### config.mk
export PLATFORM = sky130hd
export DESIGN_NAME = boid_frame_renderer_flat
export DESIGN_NICKNAME = d
export VERILOG_FILES = /design/src/rtl/boid_frame_renderer_if.sv /design/src/rtl/boid_frame_renderer.sv /design/src/flat_wrapper.sv
export SDC_FILE = /design/constraint.sdc
export NUM_CORES = 2
export LEC_CHECK = 0
export BUFFER_PORTS_ARGS = -buffer_cell sky130_fd_sc_hd__buf_2
export CORE_MARGIN = 1.5
export CORE_UTILIZATION = 47
export CTS_CLUSTER_SIZE = 28
export DETAILED_ROUTE_END_ITERATION = 16
export PLACE_DENSITY = 0.69
export SLEW_MARGIN = 20
export SYNTH_ARGS = -nofsm -noshare
export SYNTH_HDL_FRONTEND = slang
export SYNTH_SLANG_ARGS = --single-unit
### constraint.sdc
create_clock -name clock -period 12.47 [get_ports clock]
set_input_delay 0.6235 -clock clock [delete_from_list [all_inputs] [get_ports clock]]
set_output_delay 0.6235 -clock clock [all_outputs]
set_load 0.05 [all_outputs]
### src/rtl/boid_frame_renderer_if.sv
// Bus between the CPU register taps and the renderer, and between the renderer and
// the boid display RAM. The driver of the taps uses the master modport; the renderer
// uses the slave modport.
interface boid_frame_renderer_if #(
    parameter int IDX_W  = 6,
    parameter int X_W    = 10,
    parameter int Y_W    = 9,
    parameter int ADDR_W = 19
);
    logic              cpu_we;
    logic [IDX_W-1:0]  cpu_idx;
    logic [X_W-1:0]    cpu_x;
    logic [Y_W-1:0]    cpu_y;
    logic              frame_start;
    logic              busy;
    logic              clear;
    logic              pix_we;
    logic [ADDR_W-1:0] pix_addr;
    logic              done;
    logic [7:0]        overrun_cnt;

    modport master (
        output cpu_we, cpu_idx, cpu_x, cpu_y, frame_start,
        input  busy, clear, pix_we, pix_addr, done, overrun_cnt
    );

    modport slave (
        input  cpu_we, cpu_idx, cpu_x, cpu_y, frame_start,
        output busy, clear, pix_we, pix_addr, done, overrun_cnt
    );
endinterface

### src/rtl/boid_frame_renderer.sv
// boid_frame_renderer: keeps every boid position in a register array written by the
// CPU and, on each frame_start, clears the display RAM for one cycle and then draws a
// SPRITE x SPRITE square per boid, one pixel slot per cycle.
// Optional feature: define BOID_VALID_MASK_EN to draw only boids written since reset.
module boid_frame_renderer #(
    parameter int NUM_BOIDS = 64,
    parameter int IDX_W     = $clog2(NUM_BOIDS),
    parameter int X_W       = 10,
    parameter int Y_W       = 9,
    parameter int SCREEN_W  = 640,
    parameter int SCREEN_H  = 480,
    parameter int ADDR_W    = 19,
    parameter int SPRITE    = 1
) (
    input logic                  clock,
    input logic                  reset,
    boid_frame_renderer_if.slave bus
);
    typedef enum logic [1:0] {IDLE, CLEAR, SCAN, DONE} state_t;

    localparam logic [1:0]        LP_SPR_MAX = 2'(SPRITE - 1);
    localparam logic [IDX_W-1:0]  LP_LAST_B  = IDX_W'(NUM_BOIDS - 1);
    localparam logic [X_W+1:0]    LP_SW      = (X_W + 2)'(SCREEN_W);
    localparam logic [Y_W+1:0]    LP_SH      = (Y_W + 2)'(SCREEN_H);
    localparam logic [ADDR_W-1:0] LP_SW_A    = ADDR_W'(SCREEN_W);

    state_t            r_state, w_state_nxt;
    logic [IDX_W-1:0]  r_b, w_b_nxt;
    logic [1:0]        r_dx, r_dy, w_dx_nxt, w_dy_nxt;
    logic              w_slot_nxt;
    logic [X_W-1:0]    r_pos_x [NUM_BOIDS];
    logic [Y_W-1:0]    r_pos_y [NUM_BOIDS];
    logic [X_W-1:0]    r_snap_x, w_cur_x;
    logic [Y_W-1:0]    r_snap_y, w_cur_y;
    logic              w_cur_v;
    logic              w_first, w_fwd;
    logic [X_W+1:0]    w_px;
    logic [Y_W+1:0]    w_py;
    logic              w_pix_we_nxt;
    logic [ADDR_W-1:0] w_pix_addr_nxt;
    logic              r_pix_we;
    logic [ADDR_W-1:0] r_pix_addr;
    logic [7:0]        r_overrun;
`ifdef BOID_VALID_MASK_EN
    logic [NUM_BOIDS-1:0] r_valid;
    logic                 r_snap_v;
`endif

    // State register
    always_ff @(posedge clock) begin
        if (reset) r_state <= IDLE;
        else       r_state <= w_state_nxt;
    end

    // Next state and the slot the next cycle will show (dx fastest, then dy, then boid)
    always_comb begin
        w_state_nxt = r_state;
        w_b_nxt     = r_b;
        w_dx_nxt    = r_dx;
        w_dy_nxt    = r_dy;
        w_slot_nxt  = 1'b0;
        case (r_state)
            IDLE: begin
                if (bus.frame_start) w_state_nxt = CLEAR;
            end
            CLEAR: begin
                w_state_nxt = SCAN;
                w_b_nxt     = '0;
                w_dx_nxt    = 2'd0;
                w_dy_nxt    = 2'd0;
                w_slot_nxt  = 1'b1;
            end
            SCAN: begin
                if (r_b == LP_LAST_B && r_dx == LP_SPR_MAX && r_dy == LP_SPR_MAX) begin
                    w_state_nxt = DONE;
                end else begin
                    w_slot_nxt = 1'b1;
                    if (r_dx != LP_SPR_MAX) begin
                        w_dx_nxt = r_dx + 2'd1;
                    end else begin
                        w_dx_nxt = 2'd0;
                        if (r_dy != LP_SPR_MAX) begin
                            w_dy_nxt = r_dy + 2'd1;
                        end else begin
                            w_dy_nxt = 2'd0;
                            w_b_nxt  = r_b + IDX_W'(1);
                        end
                    end
                end
            end
            DONE:    w_state_nxt = IDLE;
            default: w_state_nxt = IDLE;
        endcase
    end

    // Pixel for the next slot; a boid's first slot snapshots the array, forwarding a
    // write sampled on the same edge so it is visible one cycle after it was issued
    always_comb begin
        w_first = (w_dx_nxt == 2'd0) && (w_dy_nxt == 2'd0);
        w_fwd   = bus.cpu_we && (bus.cpu_idx == w_b_nxt);
        if (w_first) begin
            w_cur_x = w_fwd ? bus.cpu_x : r_pos_x[w_b_nxt];
            w_cur_y = w_fwd ? bus.cpu_y : r_pos_y[w_b_nxt];
        end else begin
            w_cur_x = r_snap_x;
            w_cur_y = r_snap_y;
        end
`ifdef BOID_VALID_MASK_EN
        w_cur_v = w_first ? (w_fwd || r_valid[w_b_nxt]) : r_snap_v;
`else
        w_cur_v = 1'b1;
`endif
        w_px           = {2'b00, w_cur_x} + {{X_W{1'b0}}, w_dx_nxt};
        w_py           = {2'b00, w_cur_y} + {{Y_W{1'b0}}, w_dy_nxt};
        w_pix_we_nxt   = w_slot_nxt && w_cur_v && (w_px < LP_SW) && (w_py < LP_SH);
        w_pix_addr_nxt = ADDR_W'(w_py) * LP_SW_A + ADDR_W'(w_px);
    end

    // Scan counters, per-boid snapshot and registered pixel outputs
    always_ff @(posedge clock) begin
        if (reset) begin
            r_b        <= '0;
            r_dx       <= 2'd0;
            r_dy       <= 2'd0;
            r_snap_x   <= '0;
            r_snap_y   <= '0;
            r_pix_we   <= 1'b0;
            r_pix_addr <= '0;
`ifdef BOID_VALID_MASK_EN
            r_snap_v   <= 1'b0;
`endif
        end else begin
            r_b        <= w_b_nxt;
            r_dx       <= w_dx_nxt;
            r_dy       <= w_dy_nxt;
            r_snap_x   <= w_cur_x;
            r_snap_y   <= w_cur_y;
            r_pix_we   <= w_pix_we_nxt;
            r_pix_addr <= w_pix_addr_nxt;
`ifdef BOID_VALID_MASK_EN
            r_snap_v   <= w_cur_v;
`endif
        end
    end

    // Position array, written by the CPU in any state
    always_ff @(posedge clock) begin
        if (reset) begin
            for (int i = 0; i < NUM_BOIDS; i++) begin
                r_pos_x[i] <= '0;
                r_pos_y[i] <= '0;
            end
`ifdef BOID_VALID_MASK_EN
            r_valid <= '0;
`endif
        end else if (bus.cpu_we) begin
            r_pos_x[bus.cpu_idx] <= bus.cpu_x;
            r_pos_y[bus.cpu_idx] <= bus.cpu_y;
`ifdef BOID_VALID_MASK_EN
            r_valid[bus.cpu_idx] <= 1'b1;
`endif
        end
    end

    // Saturating count of frame_start pulses dropped outside IDLE
    always_ff @(posedge clock) begin
        if (reset) begin
            r_overrun <= 8'd0;
        end else if (bus.frame_start && r_state != IDLE && r_overrun != 8'hFF) begin
            r_overrun <= r_overrun + 8'd1;
        end
    end

    assign bus.busy        = (r_state != IDLE);
    assign bus.clear       = (r_state == CLEAR);
    assign bus.done        = (r_state == DONE);
    assign bus.pix_we      = r_pix_we;
    assign bus.pix_addr    = r_pix_addr;
    assign bus.overrun_cnt = r_overrun;
endmodule

### src/flat_wrapper.sv
// flat-port wrapper written by rule: the top's interface ports become plain ports
module boid_frame_renderer_flat 
#(
    parameter int NUM_BOIDS = 64,
    parameter int IDX_W     = $clog2(NUM_BOIDS),
    parameter int X_W       = 10,
    parameter int Y_W       = 9,
    parameter int SCREEN_W  = 640,
    parameter int SCREEN_H  = 480,
    parameter int ADDR_W    = 19,
    parameter int SPRITE    = 1
)
  (clock, reset, bus_cpu_we, bus_cpu_idx, bus_cpu_x, bus_cpu_y, bus_frame_start, bus_busy, bus_clear, bus_pix_we, bus_pix_addr, bus_done, bus_overrun_cnt);
  boid_frame_renderer_if #(.IDX_W(IDX_W), .X_W(X_W), .Y_W(Y_W), .ADDR_W(ADDR_W)) bus_i ();
  input logic clock;
  input logic reset;
  input wire logic [$bits(bus_i.cpu_we)-1:0] bus_cpu_we;
  input wire logic [$bits(bus_i.cpu_idx)-1:0] bus_cpu_idx;
  input wire logic [$bits(bus_i.cpu_x)-1:0] bus_cpu_x;
  input wire logic [$bits(bus_i.cpu_y)-1:0] bus_cpu_y;
  input wire logic [$bits(bus_i.frame_start)-1:0] bus_frame_start;
  output wire logic [$bits(bus_i.busy)-1:0] bus_busy;
  output wire logic [$bits(bus_i.clear)-1:0] bus_clear;
  output wire logic [$bits(bus_i.pix_we)-1:0] bus_pix_we;
  output wire logic [$bits(bus_i.pix_addr)-1:0] bus_pix_addr;
  output wire logic [$bits(bus_i.done)-1:0] bus_done;
  output wire logic [$bits(bus_i.overrun_cnt)-1:0] bus_overrun_cnt;
  assign bus_i.cpu_we = bus_cpu_we;
  assign bus_i.cpu_idx = bus_cpu_idx;
  assign bus_i.cpu_x = bus_cpu_x;
  assign bus_i.cpu_y = bus_cpu_y;
  assign bus_i.frame_start = bus_frame_start;
  assign bus_busy = bus_i.busy;
  assign bus_clear = bus_i.clear;
  assign bus_pix_we = bus_i.pix_we;
  assign bus_pix_addr = bus_i.pix_addr;
  assign bus_done = bus_i.done;
  assign bus_overrun_cnt = bus_i.overrun_cnt;
  boid_frame_renderer #(.NUM_BOIDS(NUM_BOIDS), .IDX_W(IDX_W), .X_W(X_W), .Y_W(Y_W), .SCREEN_W(SCREEN_W), .SCREEN_H(SCREEN_H), .ADDR_W(ADDR_W), .SPRITE(SPRITE)) u_core (.clock(clock), .reset(reset), .bus(bus_i));
endmodule
==> run summary <==
The run finished with clean final reports. For the worst setup path, the data required time is 13130 ps. Setup repair after global routing left no endpoint under its margin.

The logs give 0 for the leftover overflow at the end of global routing and 206000 um for the final routed wirelength across all metal layers. The total half-perimeter wirelength after legalization and detailed placement was 121000 um; the delay of the slowest critical-path stage was 1070 ps. For the standby leakage power, the log shows 24.6 nW. Once the floorplan was initialized, standard cells occupied 47.4% of the core. The clock group share of total power is 36.7%, and the worst voltage drop across the vdd grid is 0.145 mV. The number of placed instances with taps included came out at 6994.

Setup violations remaining at the end of the flow were counted as 0. The number of H-tree levels is 4, and the count of maximum capacitance violations is 0. The count of instances resized after the clock tree is built was 0. The final-report hold violation count is 0. Capture instance of the worst register-to-register path: u_core.bus.pix_addr[15].

The critical path is of the reg2reg type. The area growth from synthesis to layout is 10.3%. For this run, the register share of the synthesized area comes to 61.5%. Count of fill cells added during filler insertion: 11100. The number of nets handed over by synthesis was 5562. Pin placement for this block handled 60 I/O pins. Timing would allow up to 0.112 GHz. The floorplan step defined a die boundary enclosing 0.133 mm2.

Most used flip-flop cell after synthesis: sky130_fd_sc_hd__edfxtp_1. For this block, the initial DRC count from the detailed router was 6729. For met2 alone, demand over resource in global routing was 45.8%.

For the via count of the first global-routing pass, the log shows 42400. Yosys mapped a number of flops with a built-in enable equal to 1216. The cell that appears most often on the critical path is sky130_fd_sc_hd__and3_1. TritonCTS built the clock tree. The critical register-to-register path startpoint is u_core.r_state[1]. The tools report the clock tree root driver cell as sky130_fd_sc_hd__clkbuf_16. The post-synthesis instance area was 0.0613 mm2; the relative contribution of sequential cells to total power was 47.4%. Entering global routing, the biggest net connects 125 pins. The logs give 0 for the count of warnings emitted by yosys and 0.952 for the final estimated routing congestion in global placement. In this run the worst path has a maximum fanout of 57. At the later pin of the worst-skew pair, clock insertion delay measures 780 ps. Yosys mapped the design onto 89 distinct sky130hd cell types. The worst-case hold slack came out at 321 ps. The first global-routing pass estimated 296000 um of wire. The count of nets left with antenna violations once routing finished came out at 0. In this run the power density over the cells is 156 mW/mm2. The largest individual stage delay along the critical path comes from the cell sky130_fd_sc_hd__a211oi_1.

TritonCTS created 134 clock buffers. The clock arrives with 35.0 ps of skew. For the pin with the worst max-slew slack, the measured transition is 1220 ps.

The flip-flop and latch count after synthesis was 1275. The startpoint class of the critical path was a flop. The number of remaining DRC errors came out at 0. The clock transition at the register clock pins on the worst setup and hold paths after CTS is 60 ps, and the average cell area after synthesis is 11.2 um2. After synthesis, the share of flip-flops with an asynchronous set or reset is 0%. The met1 layer usage reported by global route came out at 40.2%.

After detailed routing, the average wire length per cell comes to 28.6 um. Global routing used 7.98% of the available met3 tracks. Most used routing layer: met2. Before antenna repair, the detailed router went through 7 iterations.

The core region area is 0.129 mm2, and the internal power consumption is 7.55 mW. The most critical setup path has its endpoint at u_core.bus.pix_addr[15]. Post-CTS timing repair inserted 0 buffers for setup. The number of rows created at floorplan was 132; the worst slew margin relative to its limit was 17.9%. The share of post-route cells with drive strength above 1 was 10.4%; the switching fraction of total power was 28.3%. The final sum of negative setup slack is 0 ps, and the fraction of power consumed by combinational cells is 16.0%. The logs give 0 for the total of hold buffers inserted after clock tree synthesis and 5454 for the number of nets in the layout. The routed via count is 45000, and the max-slew violation count is 0. For this run, the number of standard cells in the final layout without fillers is 7227. The number of buffers on the longest clock path is 3.

Data arrives at the worst endpoint at 9600 ps. The worst setup path is captured at a flop. The share of the clock period used by the worst path after layout came out at 71.7%.

The die is 364 um wide. For the number of instances in the synthesized netlist, the log shows 5496. The clock period minus worst slack works out to 8940 ps.

The global-route usage over all layers was 30.8%; the via-per-instance ratio was 6.23. The count of buffers added on input and output ports is 59. Counting cells, the worst reg-to-reg path comes to 29. The die outline height works out to 364 um. Number of antenna violations at the first check in global routing: 10.

In this run the worst setup path begins at u_core.r_state[1]. In this run the register-to-register setup slack is 3530 ps. For this design, the sink count on the clock tree is 1275. The class of the most critical hold timing path is in2reg. The analysis attributes to net switching a power of 2.99 mW.
## power groups by stage
stage               registers [mW]  clock network, mW  logic (mW)
global placement              5.07                  0        1.61
floorplan                     5.13                  0        1.01
finish                        4.99               3.87        1.68
CTS                           4.99               3.88        1.63
detailed placement            5.08                  0        1.63
global route                  5.01               4.03        1.76
## area by class of cell
class                           count  area [um2]  share of cell area (%)
Tap cell                         1742        2180                    3.22
Inverter                           39         149                   0.220
Sequential cell                  1275       37700                    55.7
Clock inverter                     46         365                   0.540
Timing Repair Buffer              261        1870                    2.77
Clock buffer                      184        3740                    5.53
Multi-Input combinational cell   3677       21600                    32.0
Antenna cell                        3        7.51                  0.0111
## critical path: cells and delay by family (launching register included)
family,cells,cell delay [ps]
buffers and inverters,3,1040
DFF,1,370
xor gates and xnor gates,3,420
AOI/OAI and AO/OA,10,2890
and+or+nand+nor,9,2260
adders and majority gates,4,1760
## stage by stage
step	cell area, um2	power (mW)	setup WS [ps]	util (%)
CTS	67600	10.5	3980	52.2
floorplan	61300	6.15	5530	-
global placement	63500	6.68	4030	49.0
detailed placement	63500	6.71	4020	49.0
global route	67600	10.8	3320	52.2
finish	67600	10.5	3530	52.2
## flip-flops by register name, summed over array words and instances (netlist names)
register                count
u_core.r_pos_x            640
u_core.r_pos_y            576
u_core.bus.pix_addr        19
u_core.r_snap_x            10
u_core.r_snap_y             9
u_core.bus.overrun_cnt      8
u_core.r_b                  6
u_core.r_dx                 2
u_core.r_dy                 2
u_core.r_state              2
u_core.bus.pix_we           1
## kinds of logic (layout without fill, tap and decap cells)
kind of cell               after synthesis  after routing  share of synthesized area (%)
buffers and inverters                  544            530                           4.01
other                                    0              3                              0
DFF                                   1275           1275                           61.5
and+or+nand+nor                       2904           2904                           24.5
xor gates and xnor gates                36             36                          0.557
adders and majority gates               37             37                          0.804
muxes                                  115            115                           1.91
AOI/OAI and AO/OA                      585            585                           6.76
## layer usage
layer / up-vias / routed length (um)
met4: 2 / 14200
li1: 19300 / -
met3: 657 / 26700
met2: 3206 / 89700
met5: - / 13
met1: 21900 / 75700
## cells in the mapped netlist, types with 91 or more instances
| master | instances | area share, % |
|---|---|---|
| sky130_fd_sc_hd__nor3_1 | 147 | 1.2 |
| sky130_fd_sc_hd__clkbuf_1 | 326 | 2.0 |
| sky130_fd_sc_hd__nor2_1 | 136 | 0.83 |
| sky130_fd_sc_hd__and3_1 | 114 | 1.2 |
| sky130_fd_sc_hd__edfxtp_1 | 1216 | 60 |
| sky130_fd_sc_hd__nand3_1 | 382 | 3.1 |
| sky130_fd_sc_hd__mux2i_1 | 108 | 1.8 |
| sky130_fd_sc_hd__and2_1 | 1116 | 11 |
| sky130_fd_sc_hd__a211oi_1 | 91 | 1.1 |
| sky130_fd_sc_hd__nand2_1 | 899 | 5.5 |
| sky130_fd_sc_hd__buf_2 | 93 | 0.76 |
| sky130_fd_sc_hd__o21ai_0 | 118 | 0.96 |
## worst min path at each step
stage,startpoint,to,slack [ps],cells past startpoint
2_1_floorplan,u_core.r_state[0],u_core.r_state[0],500,2
3_3_place_gp,u_core.bus.overrun_cnt[5],u_core.bus.overrun_cnt[5],490,2
3_5_place_dp,u_core.bus.overrun_cnt[5],u_core.bus.overrun_cnt[5],490,2
4_1_cts,bus_frame_start,u_core.r_state[0],270,4
5_1_grt,bus_cpu_x[2],u_core.r_pos_x[42][2],300,2
6_report,bus_frame_start,u_core.r_state[0],320,4
## placed cells by master, fill, tap and decap left out, types with 20 or more instances in the layout
cell type,instances
sky130_fd_sc_hd__edfxtp_1,1216
sky130_fd_sc_hd__and2_1,1116
sky130_fd_sc_hd__nand2_1,898
sky130_fd_sc_hd__nand3_1,381
sky130_fd_sc_hd__buf_4,197
sky130_fd_sc_hd__nor3_1,147
sky130_fd_sc_hd__clkbuf_16,141
sky130_fd_sc_hd__nor2_1,115
sky130_fd_sc_hd__and3_1,114
sky130_fd_sc_hd__mux2i_1,108
sky130_fd_sc_hd__a211oi_1,90
sky130_fd_sc_hd__a31oi_1,81
sky130_fd_sc_hd__a311oi_1,74
sky130_fd_sc_hd__a21oi_1,64
sky130_fd_sc_hd__buf_2,59
sky130_fd_sc_hd__dfxtp_1,59
sky130_fd_sc_hd__o21ai_2,58
sky130_fd_sc_hd__o21ai_0,53
sky130_fd_sc_hd__a32oi_1,46
sky130_fd_sc_hd__clkbuf_1,38
sky130_fd_sc_hd__nand4_1,37
sky130_fd_sc_hd__inv_1,36
sky130_fd_sc_hd__ha_1,33
sky130_fd_sc_hd__clkinv_1,21
sky130_fd_sc_hd__xnor2_1,20
Power figures use the tool's default switching activity.
